===== config.mk =====
export PLATFORM = sky130hd
export DESIGN_NAME = ahb_bus_arbiter
export DESIGN_NICKNAME = d
export VERILOG_FILES = /design/src/rtl/ahb_bus_arbiter.sv
export SDC_FILE = /design/constraint.sdc
export NUM_CORES = 1
export LEC_CHECK = 0
export ABC_AREA = 0
export CAP_MARGIN = 5
export CORE_MARGIN = 2
export CORE_UTILIZATION = 40
export CTS_CLUSTER_DIAMETER = 200
export CTS_CLUSTER_SIZE = 28
export DETAILED_ROUTE_END_ITERATION = 7
export GPL_TIMING_DRIVEN = 0
export MAX_ROUTING_LAYER = met4
export PLACE_DENSITY = 0.67
export SLEW_MARGIN = 20
export SYNTH_ARGS = -nofsm -noshare
export SYNTH_HDL_FRONTEND = slang
export SYNTH_SLANG_ARGS = --single-unit

===== constraint.sdc =====
create_clock -name HCLK -period 1.8 [get_ports HCLK]
set_input_delay 0.36 -clock HCLK [delete_from_list [all_inputs] [get_ports HCLK]]
set_output_delay 0.36 -clock HCLK [all_outputs]
set_load 0.05 [all_outputs]

===== src/rtl/ahb_bus_arbiter.sv =====
// Two-manager AHB bus arbiter: round-robin grant with a burst-aware FSM
// that holds ownership through fixed bursts, undefined-length bursts and locked sequences.
module ahb_bus_arbiter (
  input  logic       HCLK,
  input  logic       HRESET,
  input  logic [1:0] req_i,
  input  logic [1:0] lock_i,
  input  logic [1:0] HTRANS,
  input  logic [2:0] HBURST,
  input  logic       HREADY,
  output logic [1:0] grant_o,
  output logic       mgr_sel_o,
  output logic       data_sel_o,
  output logic       HMASTLOCK
);

  typedef enum logic [1:0] {ST_FREE, ST_FIXED, ST_UNDEF, ST_LOCKED} state_t;

  localparam logic [1:0] TR_IDLE   = 2'd0;
  localparam logic [1:0] TR_NONSEQ = 2'd2;
  localparam logic [1:0] TR_SEQ    = 2'd3;
  localparam logic [2:0] BU_INCR   = 3'd1;

  state_t     r_state, w_state_nxt;
  logic [3:0] r_cnt, w_cnt_nxt;
  logic [1:0] r_grant;
  logic       r_ptr;
  logic       r_dsel;
  logic       w_mgr;
  logic       w_own_lock;
  logic       w_own_req;
  logic       w_arb;
  logic       w_winner;

  function automatic logic [3:0] f_beats_m1(input logic [2:0] burst);
    case (burst)
      3'd2, 3'd3: f_beats_m1 = 4'd3;
      3'd4, 3'd5: f_beats_m1 = 4'd7;
      3'd6, 3'd7: f_beats_m1 = 4'd15;
      default:    f_beats_m1 = 4'd0;
    endcase
  endfunction

  assign w_mgr      = r_grant[1];
  assign w_own_lock = lock_i[w_mgr];
  assign w_own_req  = req_i[w_mgr];

  always_comb begin
    w_state_nxt = r_state;
    w_cnt_nxt   = r_cnt;
    if (HREADY) begin
      if (HTRANS == TR_NONSEQ)
        w_cnt_nxt = f_beats_m1(HBURST);
      else if (HTRANS == TR_SEQ && r_cnt != 4'd0)
        w_cnt_nxt = r_cnt - 4'd1;

      case (r_state)
        ST_FREE: begin
          if (w_own_lock)
            w_state_nxt = ST_LOCKED;
          else if (HTRANS == TR_NONSEQ && HBURST >= 3'd2)
            w_state_nxt = ST_FIXED;
          else if (HTRANS == TR_NONSEQ && HBURST == BU_INCR)
            w_state_nxt = ST_UNDEF;
        end
        ST_FIXED: begin
          // A fresh NONSEQ inside FIXED restarts the burst with its own length.
          if (HTRANS == TR_IDLE)
            w_state_nxt = ST_FREE;
          else if (HTRANS == TR_SEQ && r_cnt <= 4'd1)
            w_state_nxt = ST_FREE;
          else if (HTRANS == TR_NONSEQ && HBURST == BU_INCR)
            w_state_nxt = ST_UNDEF;
          else if (HTRANS == TR_NONSEQ && HBURST < 3'd2)
            w_state_nxt = ST_FREE;
        end
        ST_UNDEF: begin
          if (HTRANS == TR_IDLE || (HTRANS == TR_NONSEQ && !w_own_req))
            w_state_nxt = ST_FREE;
        end
        ST_LOCKED: begin
          if (HTRANS == TR_IDLE && !w_own_lock)
            w_state_nxt = ST_FREE;
        end
        default: w_state_nxt = ST_FREE;
      endcase
    end
  end

  // Round-robin: r_ptr names the manager favoured when both request.
  always_comb begin
    case (req_i)
      2'b11:   w_winner = r_ptr;
      2'b10:   w_winner = 1'b1;
      2'b01:   w_winner = 1'b0;
      default: w_winner = w_mgr;
    endcase
  end

  assign w_arb = HREADY && (w_state_nxt == ST_FREE);

  always_ff @(posedge HCLK) begin
    if (HRESET) begin
      r_state <= ST_FREE;
      r_cnt   <= 4'd0;
      r_grant <= 2'b01;
      r_ptr   <= 1'b1;
      r_dsel  <= 1'b0;
    end else if (HREADY) begin
      r_state <= w_state_nxt;
      r_cnt   <= w_cnt_nxt;
      r_dsel  <= w_mgr;
      if (w_arb && w_winner != w_mgr) begin
        r_grant <= w_winner ? 2'b10 : 2'b01;
        r_ptr   <= ~w_winner;
      end
    end
  end

  assign grant_o    = r_grant;
  assign mgr_sel_o  = w_mgr;
  assign data_sel_o = r_dsel;
  assign HMASTLOCK  = lock_i[w_mgr] & ((r_state == ST_LOCKED) | w_own_lock);

endmodule


Yosys cells after proc, flatten, opt, wreduce, memory -nomap -nowiden. Cells that the tools add are included.

Equal/unequal tests: 16. Mux-type cells: 20. $lt $le $gt $ge: 4. Bitwise operators: 3. $add $sub $neg: 1. Reduce and logical (&&, ||, !) cells: 22.

Operators with widths (count): $mux 2 (11); $eq 2x2->1 const B (6); $eq 3x3->1 const B (4); $pmux 4 s3 (1); $logic_and 1x1->1 (9); $mux 4 (2); $pmux 2 s4 (1); $eq 3x2->1 const B (2); $logic_not 2->1 (3); $reduce_or 2->1 (3); $eq 2x1->1 const B (2); $le 4x1->1 const B (1); $mux 1 (4); $reduce_and 2->1 (2); $reduce_bool 4->1 (1); $sub 4x1->4 const B (1); $eq 3x1->1 const B (1); $ge 3x2->1 const B (1); $lt 3x2->1 const B (1); $pmux 1 s3 (1); $logic_not 1->1 (2); $lt 1x2->1 const B (1); $reduce_bool 2->1 (1); $and 1x1->1 (1); 4 further kinds (4).

Flip-flop bits (word level): 10. Output and inout bits: 5. Input bits: 12. Logic and storage cells: 71.

Logic depth before layout (Yosys ltp).
Word-level depth: 12. Depth in mapped cells: 6.

Worst setup path before layout. No wires, ideal clock.

Kind: register to register. Start point: reg r_grant[1] (netlist: grant_o[1]). End point: reg r_grant[1] (netlist: grant_o[1]). Required time: 1.684 ns. Buffers on the path: 0. Cell stages (with the launch flop): 7. Clock period less this slack: 2.037 ns. Slack: -0.237 ns. Arrival: 1.920 ns. Setup time: 0.116 ns. Cells stage by stage: dfxtp_1 > mux2i_2 > inv_2 > o31ai_2 > o22a_2 > a311oi_1 > a41o_1.

Cells in the longest elaborated chain, start to end: 12.

RTL lines: start, declared (RTL line 26) `logic [1:0] r_grant;`; start signal, assigned (RTL line 114) `r_grant <= w_winner ? 2'b10 : 2'b01;`; $mux 1 (not written as such) (2 in series) (RTL line 46) `assign w_own_req = req_i[w_mgr];`; $logic_not 1->1 (RTL line 78) `if (HTRANS == TR_IDLE || (HTRANS == TR_NONSEQ && !w_own_req))`; $logic_and 1x1->1 (RTL line 78); $logic_or 1x1->1 (RTL line 78); $mux 2 (RTL line 78); $pmux 2 s4 (RTL line 57) `case (r_state)`; $mux 2 (RTL line 51) `if (HREADY) begin`; $logic_not 2->1 (RTL line 100) `assign w_arb = HREADY && (w_state_nxt == ST_FREE);`; $logic_and 1x1->1 (RTL line 100); $logic_and 1x1->1 (RTL line 113) `if (w_arb && w_winner != w_mgr) begin`; $reduce_and 2->1 (no line).

Several ways; a longest one is shown, not always the timed one. The select of a mux whose other input is x is not followed. A chain may end at the register's enable or synchronous reset.

Worst setup path in the final report.
Start point: in req_i[1]. End point: reg r_grant[1] (netlist: grant_o[1]).

Cells in the longest elaborated chain, start to end: 12.

RTL lines: start, declared (RTL line 6) `input logic [1:0] req_i,`; $mux 1 (not written as such) (2 in series) (RTL line 46); $logic_not 1->1 (RTL line 78); $logic_and 1x1->1 (RTL line 78); $logic_or 1x1->1 (RTL line 78); $mux 2 (RTL line 78); $pmux 2 s4 (RTL line 57); $mux 2 (RTL line 51); $logic_not 2->1 (RTL line 100); $logic_and 1x1->1 (RTL line 100); $logic_and 1x1->1 (RTL line 113); $reduce_and 2->1 (no line).

Several ways; a longest one is shown, not always the timed one. The select of a mux whose other input is x is not followed.

==> metrics <==
CP Data Arrival Time 1.89 ns; Worst Path Required 1.94 ns; Die W 45.2 um; Post-synth top cells dfxtp_1, nor2_1, nand2_1; aggregate global-route resource usage 17.2%; clk root buf clkbuf_4; HP Start HREADY; Top FF cell, synth dfxtp_1; Nets 116; Clock Latency Late Sink 0.26 ns; DR iter-0 viols 6; CTS tree yes; Synth async-reset ratio 0%; Post-Route WL 1.48 mm; Netlist cell types 40; pwr dens 639 mW/mm^2; EDFF count, synth 0; ANT cells 0; Initial Util 44.1%; syn_nets 97; drt wl/cell around 13 um; Final WS setup 0.0524 ns; Inst Count DP 111; clock-pin slew on the worst setup and hold paths 0.06 ns; Routed Antenna Nets 0; Final Max Tran Viols 0; Seq cells post-synth 9; initial antenna violation count 0; Buf/Inv on CP 1; first-pass GRT wire length 2.52 mm; Max stage delay on crit path 0.48 ns; post-route clock period utilization 97.1%; hold buffer count at CTS 0; Fin. Hold Viols 0; Syn Inst Count 82; Worst-Margin Slew 0.493 ns; Peak supply drop roughly 0.00056 V; outcome complete, no violations; grt total ovfl 0; YS warnings 0; sequential share of the synthesized area 26.5%; area of the mapped netlist 679 um^2; CTS max path bufs 2; Std-Cell Rows 14; maximum number of pins on one net before global-route repair 10; Area growth, synth to finish 29.8%; clk_skew 0.00308 ns; Slew headroom between 60% and 70%; CP max FO 4; die height 45.2 um; Non-Filler Instances around 120; RSZ-0062 raised after global routing no; H-tree Lvls 1; Worst Setup SP req_i[1]; cell taking the most area after synthesis dfxtp_1; critical path startpoint category input pin; maxcap violations 0; share of the synthesized area in the top cell type 26.5%; routability cong. between 0.7 and 0.8; vias post-DR 660; CP Class in2reg; endpoints failing setup 0; number of global-route vias before repair 637; share of layout cells above drive strength 1 21.0%; crit path cell chain clkdlybuf4s50_1 > mux2_2 > a211oi_1 > o22a_2 > a311oi_1 > a41o_1; DR vias/cell about 5.7; IO buf count 13; Final Util 57.2%; Max Clk Rate 0.572 GHz; DP Wirelength 1.17 mm; DRC violations left 0; hold slack 0.425 ns; CTS buffer count 3; Initial DRT Pass Iterations 4; setup TNS 0 ns; CTS sink cnt 9; CP max stage cell clkdlybuf4s50_1; leakage 0.367 nW; core footprint 0.00154 mm^2; Hold Crit Class in2reg; top post-synthesis cells by area dfxtp_1, ha_1, nor2_1, a21oi_1, nand2_1; minimum clock period around 1.7 ns; Avg Cell Area, Syn 8.29 um^2; RR Startpoint grant_o[1]; # IOs 17; Critical Path Sink Type register; CP delay by family, top compound AO/OA/AOI/OAI gates; dpl ws -0.421 ns; die area 0.00204 mm^2
[metal layers]
| metal | vias to the layer above | routed length (um) | track usage [%] |
|---|---|---|---|
| met5 | - | 0 | - |
| met4 | 0 | 15 | 7.06 |
| met3 | 3 | 68 | 2.40 |
| met2 | 12 | 685 | 29.4 |
| met1 | 299 | 714 | 20.0 |
| li1 | 346 | - | - |
[cell usage in the layout (no fill, tap or decap), types with 2 or more instances in the layout]
master,instances
nor2_1,9
dfxtp_1,8
nand2_1,7
a21oi_1,6
clkdlybuf4s50_1,6
dlygate4sd2_1,5
inv_1,4
buf_4,4
a211oi_1,3
o21ai_0,3
nor3_1,3
ha_1,3
clkbuf_4,3
buf_2,2
a311oi_1,2
a31oi_1,2
[sequential cells by signal, indices dropped and copies added (netlist names)]
| register | count |
|---|---|
| r_state | 2 |
| grant_o | 2 |
| data_sel_o | 1 |
| r_cnt | 4 |
[cells by family after synthesis]
kind of cell             synth area share, %
AO/OA/AOI/OAI                           31.7
adder cells (fa/ha/maj)                 5.53
multiplexers                            5.16
flip-flops                              26.5
AND/OR/NAND/NOR                         23.8
buffers and inverters                   7.36
[path summary, 6_finish.rpt]
path	to	depth (start not counted)	slack [ns]
max	grant_o[1]	6	0.05
min	r_state[1]	2	0.42
max reg2reg	grant_o[1]	5	0.20
min reg2reg	data_sel_o	2	0.49
[through the flow]
step / area, um^2 / total power, mW
6_report: 882 / 0.564
5_1_grt: 882 / 0.598
4_1_cts: 886 / 0.572
3_5_place_dp: 833 / 0.418
3_3_place_gp: 833 / 0.416
2_1_floorplan: 683 / 0.360
[layout make-up]
cell class	count	area [um^2]
well taps	16	20.0
multi-input cells	63	473
fillers	153	659
repair buffers	14	129
clock buffers	4	26.3
flip-flops and latches	9	184
inverters	5	18.8
plain buffers	5	31.3
[power breakdown]
| part | internal (mW) | switching, mW | leakage (nW) |
|---|---|---|---|
| combinational | 0.0818 | 0.101 | 0.278 |
| sequential | 0.214 | 0.0179 | 0.0745 |
| clock | 0.0850 | 0.0639 | 0.0150 |
[repair_timing]
| item | 4_1_cts | 5_1_grt |
|---|---|---|
| setup endpoints to repair | 6 | 2 |
| gates resized for setup | 11 | 3 |
| buffers inserted | 1 | 0 |
| endpoints found under the hold margin | 0 | 0 |
| pin swaps | 1 | 1 |
(Power assumes the default switching activity.)
